--- src/rtl/uart_line_status.sv ---
// Line status / event generator for the APB UART: builds the 16550 LSR,
// sticky receive-error flags, RX data-available, character timeout and read-clear strobes.
module uart_line_status #(
   parameter int RX_FIFO_DEPTH = 32,
   parameter int TX_FIFO_DEPTH = 32,
   parameter int CTI_CHARS     = 4
) (
   input  logic                             clk_i,
   input  logic                             rst_i,
   input  logic                             bit_tick_i,
   input  logic [1:0]                       data_bits_i,
   input  logic                             parity_en_i,
   input  logic                             stop_bits_i,
   input  logic                             rx_valid_i,
   input  logic                             rx_parity_err_i,
   input  logic                             rx_frame_err_i,
   input  logic                             rx_break_i,
   input  logic                             rx_overrun_i,
   input  logic [$clog2(RX_FIFO_DEPTH):0]   rx_elements_i,
   input  logic [$clog2(TX_FIFO_DEPTH):0]   tx_elements_i,
   input  logic                             tx_busy_i,
   input  logic                             reg_rd_i,
   input  logic [2:0]                       reg_addr_i,
   input  logic                             dlab_i,
   input  logic [3:0]                       iir_i,
   output logic [7:0]                       lsr_o,
   output logic                             error_o,
   output logic                             rda_o,
   output logic                             cti_o,
   output logic [3:0]                       clr_int_o
);

   localparam int CW = $clog2(CTI_CHARS * 12 + 1);

   logic          rbr_rd, iir_rd, lsr_rd;
   logic          oe, pe, fe, bi;
   logic          dr, thre, temt;
   logic [3:0]    char_bits;
   logic [CW-1:0] limit;
   logic [CW-1:0] cnt, cnt_next;
   logic          cnt_clr;

   assign rbr_rd = reg_rd_i && (reg_addr_i == 3'd0) && !dlab_i;
   assign iir_rd = reg_rd_i && (reg_addr_i == 3'd2);
   assign lsr_rd = reg_rd_i && (reg_addr_i == 3'd5);

   // start + data + parity + stop(s); ranges 7..12
   assign char_bits = 4'd7 + {2'b00, data_bits_i} + {3'b000, parity_en_i} + {3'b000, stop_bits_i};
   assign limit     = CW'(CTI_CHARS * int'(char_bits));
   assign cnt_clr   = rx_valid_i || rbr_rd || (rx_elements_i == '0);

   always_comb begin
      // NOTE: default assigned first so no path through this block can infer a latch.
      cnt_next = cnt;
      if (cnt_clr)
         cnt_next = '0;
      else if (bit_tick_i && (cnt < limit))
         cnt_next = cnt + 1'b1;
   end

   always_ff @(posedge clk_i) begin
      // NOTE: non-blocking assignments keep every register sampling pre-edge values.
      if (rst_i) begin
         oe        <= 1'b0;
         pe        <= 1'b0;
         fe        <= 1'b0;
         bi        <= 1'b0;
         dr        <= 1'b0;
         thre      <= 1'b1;
         temt      <= 1'b1;
         rda_o     <= 1'b0;
         cnt       <= '0;
         cti_o     <= 1'b0;
         clr_int_o <= 4'b0000;
      end else begin
         // a set in the same cycle as the clearing LSR read wins
         oe        <= rx_overrun_i    || (oe && !lsr_rd);
         pe        <= rx_parity_err_i || (pe && !lsr_rd);
         fe        <= rx_frame_err_i  || (fe && !lsr_rd);
         bi        <= rx_break_i      || (bi && !lsr_rd);
         dr        <= (rx_elements_i != '0);
         thre      <= (tx_elements_i == '0);
         temt      <= (tx_elements_i == '0) && !tx_busy_i;
         rda_o     <= (rx_elements_i != '0);
         cnt       <= cnt_next;
         // >= so a shortened character format counts as already timed out
         cti_o     <= (cnt_next >= limit);
         clr_int_o <= {1'b0, lsr_rd, rbr_rd, iir_rd && (iir_i == 4'b0100)};
      end
   end

   assign lsr_o   = {pe || fe || bi, temt, thre, bi, fe, pe, oe, dr};
   assign error_o = oe || pe || fe || bi;

endmodule

--- config.mk ---
export PLATFORM = sky130hd
export DESIGN_NAME = uart_line_status
export DESIGN_NICKNAME = d
export VERILOG_FILES = /design/src/rtl/uart_line_status.sv
export SDC_FILE = /design/constraint.sdc
export NUM_CORES = 1
export LEC_CHECK = 0
export ABC_AREA = 1
export CELL_PAD_IN_SITES_DETAIL_PLACEMENT = 1
export CELL_PAD_IN_SITES_GLOBAL_PLACEMENT = 1
export CORE_MARGIN = 2
export CORE_UTILIZATION = 28
export DETAILED_ROUTE_END_ITERATION = 8
export GPL_ROUTABILITY_DRIVEN = 0
export HOLD_SLACK_MARGIN = 0.15
export PLACE_DENSITY = 0.89
export RECOVER_POWER = 50
export SLEW_MARGIN = 25
export SYNTH_ARGS = -nofsm -noshare
export SYNTH_HDL_FRONTEND = slang
export SYNTH_SLANG_ARGS = --single-unit
--- constraint.sdc ---
create_clock -name clk_i -period 4.6 [get_ports clk_i]
set_input_delay 0.69 -clock clk_i [delete_from_list [all_inputs] [get_ports clk_i]]
set_output_delay 0.69 -clock clk_i [all_outputs]
set_load 0.01 [all_outputs]
==> out/qor.txt, run 1 <==
Maximum vdd drop - 0.0001068 V
Largest net degree at the start of global routing - 15
Mapped Nets - 188
Vias - 1060
Async set-reset flop share out of synthesis - 0%
Mapped cell area - 1052 um2
Synth cell count leaders - inv_1, nor2_1, nand2_1
Area share of the largest cell type after synthesis - 32.34%
Crit start category - primary input
Sequential fraction of the synthesis area - 32.34%
Seq cells post-synth - 17
CTS clk-pin slew, worst paths - 0.07 ns
Top delay family on crit path - adder cells
Reg2reg end - cti_o
Max H-tree Level - 1
Via density - 4.569
Clk_skew - 0.002972 ns
CTS tree - done
Number of global-route vias before repair - 1194
Die height - 65.31 um
Final Max Tran Viols - 0
Crit end category - register
Post-layout min period - 4.019 ns
Post-CTS Resized - 0
CTS root buf - clkbuf_8
Worst path bufs/invs - 5
Clock latency on the worst-skew pair - 0.25 ns
First DRT Iteration DRCs - 49
Post-CTS Hold Fix Bufs - 0
FF-to-FF Start - cnt[5]
Avg Cell Area, Syn - 7.410 um2
Post-synth EDFFs - 0
Critical path cell sequence - clkdlybuf4s50_1 -> inv_1 -> ha_1 -> inv_1 -> ha_1 -> fa_1 -> xor2_1 -> ha_1 -> nand2_1 -> inv_1 -> nand2_2 -> nand2_4 -> inv_2 -> nand2_1 -> o21ai_1 -> nor2_1 -> ha_1 -> a21o_1 -> a211oi_1 -> a21oi_1
Clock tree buffer depth - 2
CP dominant cell by count - ha_1
Slew HR - 61.69%
Setup TNS - 0 ns
Worst R2R Path Depth - 13
Top FF cell, synth - dfxtp_1
Clock sinks - 17
Tightest Hold Check Type - register to register
Slowest cell on the critical path - clkdlybuf4s50_1
Leak Pwr - 0.7246 nW
Max Fclk - 248.8 MHz
WL/cell - 12.37 um
Clock Power Share - 30.4%
Logic pwr share - 26.8%
Initial antenna violation count - 0
R2r setup slk - 2.24 ns
Detailed Routing Iterations Pass 1 - 4
Site row count - 22
Grt ovf - 0
Die Wd - 65.31 um
Area of the die - 4265 um2
Switching fraction of total power - 27.67%
# port buffers - 47
Final hold vios - 0
Critical setup path kind - primary input to register
Total GRT Usage - 15.75%
Sequential cell area - 340.3 um2
RSZ-0062 raised after global routing - no
Area growth from synthesis to layout - 48.75%
ANT cells - 0
Remaining DRCs - 0
ANT nets after route - 0
Cells after Synth - 142
Hold Crit Depth - 2
Global-route wire length before repair - 5154 um
Pwr/cell area - 237.5 nW/um2
Final setup vio count - 0
Number of nets in the layout - 231
Post-CTS Setup Repair Bufs - 0
Arr. time, crit path - 4.14 ns
Min-delay src - pe
Fill count - 466
Area of the core - 3633 um2
HPWL after detailed placement - 2440 um
Post-Route WL - 2869 um
WP data required - 4.72 ns
Ranking of synthesized cells by area - dfxtp_1, ha_1, inv_1, nor2_1, nand2_1
Maxcap violations - 0
Maximum fanout along the worst path - 7
Slowest cell delay on critical path - 0.48 ns
Post-synth top area cell - dfxtp_1
Initial core utilization - 28.96%
Library cells used by synthesis - 27
Hold EP - pe
Ys Warns - 0
IO Count - 49
Worst slew pin tran - 0.5727 ns
Sequential power share - 42.8%
Int Power - 268.9 uW
Psw - 102.9 uW
CTS Buf Count - 3
Hold_ws - 0.5084 ns
Share of layout cells above drive strength 1 - 5.978%
Outcome - finished, final reports clean
Period Utilization, post-route - 87.37%
Area of the multi-input gates - 565.5 um2
==> worst reg2reg max path, cell delays in order (launching register included) <==
cell,delay [ns]
dfxtp_1,0.35
ha_1,0.35
nand2_1,0.09
inv_1,0.08
nand2_2,0.12
nand2_4,0.07
inv_2,0.12
nand2_1,0.06
o21ai_1,0.11
nor2_1,0.08
ha_1,0.31
a21o_1,0.19
a211oi_1,0.21
a21oi_1,0.09
==> power groups by stage <==
stage          Clock, mW  Sequential (mW)  Combinational [mW]
3_5_place_dp           0            0.163               0.101
3_3_place_gp           0            0.162              0.0966
4_1_cts            0.116            0.159               0.102
6_report           0.113            0.159              0.0997
5_1_grt            0.127            0.160               0.112
2_1_floorplan          0            0.162              0.0514
==> routing by layer <==
| layer | track usage, % | wire (um) |
|---|---|---|
| met1 | 16.95 | 1154 |
| met2 | 28.70 | 1536 |
| met3 | 2.568 | 103 |
| met4 | 9.375 | 74 |
| met5 | 0 | 0 |
==> placed cells by master, fill, tap and decap left out, types with 3 or more instances in the layout <==
cell and count:
a21oi_1 5, clkbuf_8 3, clkdlybuf4s50_1 40, dfxtp_1 17, dlygate4sd3_1 7, ha_1 11
inv_1 20, nand2_1 18, nand3_1 12, nor2_1 20, nor3_1 3, nor4_1 3
o21ai_1 3, xor2_1 4
==> registers in the layout, summed over array words and instances (netlist names) <==
name       flops
thre           1
oe             1
dr             1
cti_o          1
clr_int_o      3
pe             1
cnt            6
bi             1
fe             1
temt           1
==> through the flow <==
step	total power [mW]	std cells	util [%]	worst slack [ns]	instance area, um2
floorplan	0.2131	142	-	1.180	1052
finish	0.3718	232	43.08	0.5812	1565
global placement	0.2587	228	41.80	0.5234	1519
detailed placement	0.2632	228	41.80	0.3793	1519
CTS	0.3772	232	43.08	0.5881	1565
global route	0.3995	232	43.08	0.3558	1565
==> worst max path at each step <==
stage | startpoint | to | slack, ns | cells after the start
6_report | data_bits_i[0] | cti_o | 0.58 | 20
5_1_grt | data_bits_i[0] | cti_o | 0.36 | 20
4_1_cts | data_bits_i[0] | cti_o | 0.59 | 20
3_5_place_dp | data_bits_i[0] | cti_o | 0.38 | 20
3_3_place_gp | data_bits_i[0] | cti_o | 0.52 | 20
2_1_floorplan | data_bits_i[0] | cti_o | 1.18 | 19
==> cell families (layout without fill, tap and decap cells) <==
logic type      count (synthesis)  in the layout  synth area share (%)
flops                          17             17                 32.34
compound gates                 13             13                 7.015
fa+ha+maj                      12             12                 14.98
buf+inv                        31             73                 13.91
other cells                     1              1                0.3564
xor+xnor                        4              4                 3.329
simple gates                   64             64                 28.06
==> layout make-up <==
class                           instances  share of cell area (%)
Multi-Input combinational cell         94                   36.13
Inverter                               22                   5.276
Timing Repair Buffer                   47                   30.06
Clock buffer                            3                   2.638
Sequential cell                        17                   21.74
Tap cell                               48                   3.837
Clock inverter                          1                  0.3197
No activity file was read; power rests on OpenSTA's default activity.
==> run 2, diff against run 1 <==
- CTS_CLUSTER_SIZE: not set -> 12
==> results of run 2 <==
Final layout, timing and power as in run 1 (identical DEF).
==> run 3, diff against run 2 <==
- SKIP_CTS_REPAIR_TIMING: not set -> 1
==> results of run 3 <==
Final layout, timing and power as in run 1 (identical DEF).
